## config.mk

```make
export PLATFORM = sky130hd
export DESIGN_NAME = alu_issue_ctrl
export DESIGN_NICKNAME = d
export VERILOG_FILES = /design/src/rtl/alu_issue_ctrl.sv
export SDC_FILE = /design/constraint.sdc
export NUM_CORES = 1
export LEC_CHECK = 0
export BUFFER_PORTS_ARGS = -buffer_cell sky130_fd_sc_hd__buf_2
export CORE_MARGIN = 10
export CORE_UTILIZATION = 44
export CTS_CLUSTER_DIAMETER = 40
export DETAILED_ROUTE_END_ITERATION = 10
export PLACE_DENSITY = 0.75
export RECOVER_POWER = 100
export SYNTH_ARGS = -nofsm -noshare
export SYNTH_HDL_FRONTEND = slang
export SYNTH_SLANG_ARGS = --single-unit
export TNS_END_PERCENT = 1
```

## constraint.sdc

```tcl
create_clock -name CLK -period 1.83 [get_ports CLK]
set_clock_uncertainty 0.1 [all_clocks]
set_input_delay 0.2745 -clock CLK [delete_from_list [all_inputs] [get_ports CLK]]
set_output_delay 0.2745 -clock CLK [all_outputs]
set_load 0.02 [all_outputs]
```

## src/rtl/alu_issue_ctrl.sv

```systemverilog
// Issue-side controller for the 8-bit registered ALU.
// Accepts one operation per valid/ready handshake, drives and holds the ALU
// operands/INSTRUCT byte for the ALU pipeline latency, captures the result and
// returns it with zero/condition/error flags over a response handshake.
module alu_issue_ctrl #(
  parameter int unsigned ALU_LAT = 1
) (
  input  logic       CLK,
  input  logic       RESET,
  input  logic       REQ_VALID,
  output logic       REQ_READY,
  input  logic [3:0] REQ_OP,
  input  logic [1:0] REQ_IMM_SEL,
  input  logic [7:0] REQ_A,
  input  logic [7:0] REQ_B,
  input  logic [7:0] REQ_IMM,
  input  logic       REQ_CHAIN,
  output logic [7:0] ALU_A,
  output logic [7:0] ALU_B,
  output logic [7:0] ALU_IMM,
  output logic [7:0] ALU_INSTRUCT,
  input  logic [7:0] ALU_RESULT,
  output logic       RSP_VALID,
  input  logic       RSP_READY,
  output logic [7:0] RSP_RESULT,
  output logic       RSP_ZERO,
  output logic       RSP_COND,
  output logic       RSP_ERR
);

  localparam int unsigned DATA_W = 8;
  localparam int unsigned OP_W   = 4;
  localparam int unsigned NIB_W  = 4;
  localparam int unsigned CNT_W  = 3;

  localparam logic [1:0] S_IDLE = 2'd0;
  localparam logic [1:0] S_WAIT = 2'd1;
  localparam logic [1:0] S_RESP = 2'd2;

  localparam logic [1:0] SEL_NONE  = 2'b00;
  localparam logic [1:0] SEL_IMM_B = 2'b01;
  localparam logic [1:0] SEL_IMM_A = 2'b10;

  localparam logic [NIB_W-1:0] NIB_NONE  = 4'h0;
  localparam logic [NIB_W-1:0] NIB_IMM_B = 4'hD;
  localparam logic [NIB_W-1:0] NIB_IMM_A = 4'hE;

  localparam logic [OP_W-1:0] OP_CMP_9 = 4'h9;
  localparam logic [OP_W-1:0] OP_CMP_A = 4'hA;
  localparam logic [OP_W-1:0] OP_CMP_B = 4'hB;

  logic [1:0]        state_q,        state_d;
  logic [CNT_W-1:0]  cnt_q,          cnt_d;
  logic              req_ready_q,    req_ready_d;
  logic [DATA_W-1:0] alu_a_q,        alu_a_d;
  logic [DATA_W-1:0] alu_b_q,        alu_b_d;
  logic [DATA_W-1:0] alu_imm_q,      alu_imm_d;
  logic [DATA_W-1:0] alu_instruct_q, alu_instruct_d;
  logic              rsp_valid_q,    rsp_valid_d;
  logic [DATA_W-1:0] rsp_result_q,   rsp_result_d;
  logic              rsp_zero_q,     rsp_zero_d;
  logic              rsp_cond_q,     rsp_cond_d;
  logic              rsp_err_q,      rsp_err_d;
  logic [DATA_W-1:0] last_result_q,  last_result_d;

  logic              accept;
  logic              sel_illegal;
  logic [NIB_W-1:0]  imm_nib;
  logic [OP_W-1:0]   issued_op;
  logic              issued_is_cmp;

  // Handshake qualification: ready is only ever high while idle.
  assign accept      = REQ_VALID & req_ready_q;
  assign sel_illegal = (REQ_IMM_SEL == 2'b11);

  // Immediate-select encoding for the low INSTRUCT nibble.
  always_comb begin
    imm_nib = NIB_NONE;
    case (REQ_IMM_SEL)
      SEL_NONE:  imm_nib = NIB_NONE;
      SEL_IMM_B: imm_nib = NIB_IMM_B;
      SEL_IMM_A: imm_nib = NIB_IMM_A;
      default:   imm_nib = NIB_NONE;
    endcase
  end

  // Compare ops report their boolean in result bit 0.
  assign issued_op     = alu_instruct_q[DATA_W-1:NIB_W];
  assign issued_is_cmp = (issued_op == OP_CMP_9) || (issued_op == OP_CMP_A) ||
                         (issued_op == OP_CMP_B);

  // Next-state and datapath next values; every register holds by default.
  always_comb begin
    state_d        = state_q;
    cnt_d          = cnt_q;
    alu_a_d        = alu_a_q;
    alu_b_d        = alu_b_q;
    alu_imm_d      = alu_imm_q;
    alu_instruct_d = alu_instruct_q;
    rsp_result_d   = rsp_result_q;
    rsp_zero_d     = rsp_zero_q;
    rsp_cond_d     = rsp_cond_q;
    rsp_err_d      = rsp_err_q;
    last_result_d  = last_result_q;

    case (state_q)
      S_IDLE: begin
        if (accept) begin
          if (sel_illegal) begin
            // Illegal select never reaches the ALU; answer immediately.
            rsp_result_d = '0;
            rsp_zero_d   = 1'b1;
            rsp_cond_d   = 1'b0;
            rsp_err_d    = 1'b1;
            state_d      = S_RESP;
          end else begin
            alu_a_d        = REQ_CHAIN ? last_result_q : REQ_A;
            alu_b_d        = REQ_B;
            alu_imm_d      = REQ_IMM;
            alu_instruct_d = {REQ_OP, imm_nib};
            cnt_d          = CNT_W'(ALU_LAT);
            state_d        = S_WAIT;
          end
        end
      end

      S_WAIT: begin
        // One cycle for the ALU to sample plus ALU_LAT cycles of pipeline.
        if (cnt_q == '0) begin
          rsp_result_d  = ALU_RESULT;
          rsp_zero_d    = (ALU_RESULT == '0);
          rsp_cond_d    = issued_is_cmp & ALU_RESULT[0];
          rsp_err_d     = 1'b0;
          last_result_d = ALU_RESULT;
          state_d       = S_RESP;
        end else begin
          cnt_d = cnt_q - CNT_W'(1);
        end
      end

      S_RESP: begin
        if (RSP_READY) begin
          state_d = S_IDLE;
        end
      end

      default: begin
        state_d = S_IDLE;
      end
    endcase
  end

  // Handshake flags are registered from the next state so they track it exactly.
  assign req_ready_d = (state_d == S_IDLE);
  assign rsp_valid_d = (state_d == S_RESP);

  // State register.
  always_ff @(posedge CLK or negedge RESET) begin
    if (!RESET) begin
      state_q <= S_IDLE;
    end else begin
      state_q <= state_d;
    end
  end

  // Datapath and handshake registers; reset drops any in-flight operation.
  always_ff @(posedge CLK or negedge RESET) begin
    if (!RESET) begin
      cnt_q          <= '0;
      req_ready_q    <= 1'b0;
      alu_a_q        <= '0;
      alu_b_q        <= '0;
      alu_imm_q      <= '0;
      alu_instruct_q <= '0;
      rsp_valid_q    <= 1'b0;
      rsp_result_q   <= '0;
      rsp_zero_q     <= 1'b0;
      rsp_cond_q     <= 1'b0;
      rsp_err_q      <= 1'b0;
      last_result_q  <= '0;
    end else begin
      cnt_q          <= cnt_d;
      req_ready_q    <= req_ready_d;
      alu_a_q        <= alu_a_d;
      alu_b_q        <= alu_b_d;
      alu_imm_q      <= alu_imm_d;
      alu_instruct_q <= alu_instruct_d;
      rsp_valid_q    <= rsp_valid_d;
      rsp_result_q   <= rsp_result_d;
      rsp_zero_q     <= rsp_zero_d;
      rsp_cond_q     <= rsp_cond_d;
      rsp_err_q      <= rsp_err_d;
      last_result_q  <= last_result_d;
    end
  end

  assign REQ_READY    = req_ready_q;
  assign ALU_A        = alu_a_q;
  assign ALU_B        = alu_b_q;
  assign ALU_IMM      = alu_imm_q;
  assign ALU_INSTRUCT = alu_instruct_q;
  assign RSP_VALID    = rsp_valid_q;
  assign RSP_RESULT   = rsp_result_q;
  assign RSP_ZERO     = rsp_zero_q;
  assign RSP_COND     = rsp_cond_q;
  assign RSP_ERR      = rsp_err_q;

endmodule

```

==> reports/results.txt <==
The Yosys step of the flow raised 0 warnings. Setup repair after global routing left no endpoint under its margin. Summed over all nets, wire length on met3 after detailed routing comes to 713 um.

The total wire length is 5810 um, and the HPWL after detailed placement is 4480 um. The residual DRC count is 0. Entering global routing, the biggest net connects 58 pins.

For the pin with the worst max-slew slack, the measured transition is 0.760 ns. The tools report the worst slew margin relative to its limit as 0.493. At the end of the flow, the number of nets in the layout was 328. The total length of routed met2 wires came out at 2500 um.

The run finished with clean final reports. The maximum buffer depth of the clock tree was 2; the initial antenna violation count was 0. The final number of max-transition violations was 0; the number of endpoints with negative hold slack in the final report was 0. The cell count after synthesis came out at 182.

In this run the worst path has a maximum fanout of 8. The run gives 3 as the count of H-tree levels built during CTS. The number of DRC markers in iteration 0 came out at 48. Weighted congestion at the end of routability-driven global placement: 0.809.

Prevailing post-synth register cell: dfrtp_1. The run gives 0.590 as the share of the yosys chip area belonging to registers. In this run, synthesis produced a sequential element count of 57.

The highest clock frequency the design can meet came out at 573 MHz. The type of the setup path with the least slack was reg2reg. The run gives 9250 um as the global-route wire length before repair.

The number of antenna diodes is 0, and the total power of the final layout is 5.51 mW. The final period utilization was 0.954. STA classifies the critical path endpoint as a register.

From synthesis to final layout, the design area changed by 27.0%. Type of the worst min-delay path: in2reg. The floorplan step defined a die boundary enclosing 0.00886 mm^2. For this block, wires on met1 add up to 2520 um. Layout cell share with drive strength beyond 1: 0.371. The critical path startpoint category was a register. The number of different library cells used by synthesis comes to 34. The die is 94.1 um wide. The routed layout has 1,758 vias.

The tools report the clock latency on the worst-skew pair as 0.32 ns. The core region is 0.00520 mm^2. Setup violations remaining at the end of the flow were counted as 0. The number of max-cap violations was 0; the proportion of register bits with asynchronous set or reset after synthesis was 1.00. Counting I/O delays and the setup requirement, the final critical path takes 1.74 ns. Counting every net in the synthesized netlist gives 230. After clock tree synthesis, the clock-pin slew on the worst setup and hold paths is 0.06 ns.

In this run the power density over the cells is 1790 mW/mm^2. Top layer reached by signal wires: met4. The cell sitting at the root of the clock tree is a clkbuf_8. The layout filler cell count came out at 474. The cell area that synthesis handed to floorplanning was 0.00242 mm^2. Adding up every negative setup slack in the final design gives 0 ns. In the routed layout, each cell is associated on average with a via count of 4.98. After global routing the overflow that remains totals 0. Footprint of the multi-input gates: 915 um^2. The tools report the area used by sequential logic in the layout as 0.00143 mm^2. In this run the core area contains 26 standard-cell rows.

The count of flip-flops with a built-in enable after synthesis works out to 0. The number of detailed-routing iterations run before antenna repair is 4, and the clock sink count is 57. For the worst setup path, the data arrival time is 1.85 ns. The worst voltage drop across the vdd grid was 1060 uV; the height of the die was 94.1 um. After detailed routing, the average wire length per cell comes to 16.5 um. TritonCTS built the clock tree.

After synthesis, the mean cell area works out to 13.3 um^2. The critical path required time is 1.94 ns, and the post-cts resize count is 0. Buffers placed on the I/O ports in this run total 87. Number of global-route vias before repair: 1,938. The tools report the number of buffers inserted during clock tree synthesis as 9. The detail route stage leaves a number of antenna-violating nets equal to 0.

For the number of ports placed on the die boundary, the log shows 88. The total setup buffers inserted after CTS was 0. Aggregate global-route resource usage: 0.134. The analysis attributes to cell leakage a power of 1.44 nW. The starting density of the core was 0.465.
synthesized netlist by cell type (2+ instances only):
library cell	number	share of area
dfrtp_1	57	0.59
mux2_2	36	0.17
nand2_1	27	0.042
a22o_1	8	0.029
inv_1	6	0.0093
ha_1	5	0.026
a21oi_1	4	0.0083
buf_2	3	0.0062
buf_6	3	0.014
mux2_1	3	0.014
nor2_1	3	0.0047
nor4_1	3	0.0078
a22oi_1	2	0.0062
nand2b_1	2	0.0052
placed cells by master, fill, tap and decap left out, types with 2 or more instances in the layout:
master / synthesis / layout
a21oi_1: 4 / 4
clkbuf_2: 0 / 2
clkbuf_8: 0 / 11
clkbuf_1: 1 / 48
buf_4: 1 / 4
mux2_1: 3 / 3
nand2b_1: 2 / 2
nand2_1: 27 / 27
buf_2: 3 / 42
dfrtp_1: 57 / 57
inv_1: 6 / 6
nor4_1: 3 / 3
a22oi_1: 2 / 2
ha_1: 5 / 5
nor2_1: 3 / 3
mux2_2: 36 / 36
a22o_1: 8 / 8
metal layers:
metal	vias up	track usage
met1	840	0.150
met2	75	0.198
met5	-	0
li1	834	-
met4	0	0.0696
met3	9	0.0743
flip-flops by register name (all words and copies together), names as in the netlist, 2 cells and up:
| name | count |
|---|---|
| ALU_A | 8 |
| ALU_B | 8 |
| ALU_IMM | 8 |
| ALU_INSTRUCT | 7 |
| RSP_RESULT | 8 |
| cnt_q | 3 |
| last_result_q | 8 |
| state_q | 2 |
worst max-delay path, cell delays in order, from the launching register on:
cell and delay, ns:
dfrtp_1 0.40, or2_4 0.24, nor3_2 0.22, clkbuf_2 0.30, mux2_2 0.36
metrics by stage:
stage	hold WS, ns	cell area (um^2)	cells	worst slack [ns]	util
after floorplan	-0.121	2420	182	0.109	-
after global placement	0.198	2980	338	0.183	0.572
after detailed placement	0.202	2980	338	0.146	0.572
after CTS	0.0562	3150	353	0.178	0.605
after global routing	0.0716	3070	353	0.0205	0.590
final	0.0691	3070	353	0.0850	0.590
cell families (layout without fill, tap and decap cells):
logic type | count (synthesis) | in the layout | share of synthesized area
mux | 40 | 40 | 0.186
flops | 57 | 57 | 0.590
compound gates | 21 | 21 | 0.0688
fa+ha+maj | 5 | 5 | 0.0259
simple gates | 44 | 44 | 0.0942
buf+inv | 15 | 116 | 0.0357
cell type report:
type	count	area share
Clock buffer	14	0.0530
Inverter	6	0.00733
Multi-Input combinational cell	110	0.298
Sequential cell	57	0.465
Tap cell	70	0.0285
Timing Repair Buffer	96	0.149
where the power goes:
part	internal, mW	leakage [nW]	switching [mW]	total, mW
logic	0.935	0.658	1.38	2.32
clock network	0.552	0.0826	0.428	0.980
registers	1.86	0.696	0.346	2.21
total	3.35	1.44	2.16	5.51
timing repair:
| item | CTS | global route |
|---|---|---|
| hold buffers | 1 | 0 |
| setup endpoints to repair | 0 | 0 |
| endpoints found under the hold margin | 57 | 0 |
final timing paths:
| path | startpoint | end | slack (ns) | depth (start not counted) |
|---|---|---|---|---|
| min in group asynchronous | RESET | last_result_q[5]$_DFFE_PN0P_ | 0.55 | 3 |
| min reg2reg | last_result_q[1]$_DFFE_PN0P_ | last_result_q[1]$_DFFE_PN0P_ | 0.37 | 2 |
| min | REQ_B[1] | ALU_B[1]$_DFFE_PN0P_ | 0.07 | 2 |
| max in group asynchronous | RESET | ALU_B[6]$_DFFE_PN0P_ | 0.56 | 3 |
| max reg2reg | state_q[1]$_DFF_PN0_ | ALU_A[2]$_DFFE_PN0P_ | 0.09 | 4 |
| max | state_q[1]$_DFF_PN0_ | ALU_A[2]$_DFFE_PN0P_ | 0.09 | 4 |
No activity file was read; power rests on OpenSTA's default activity.
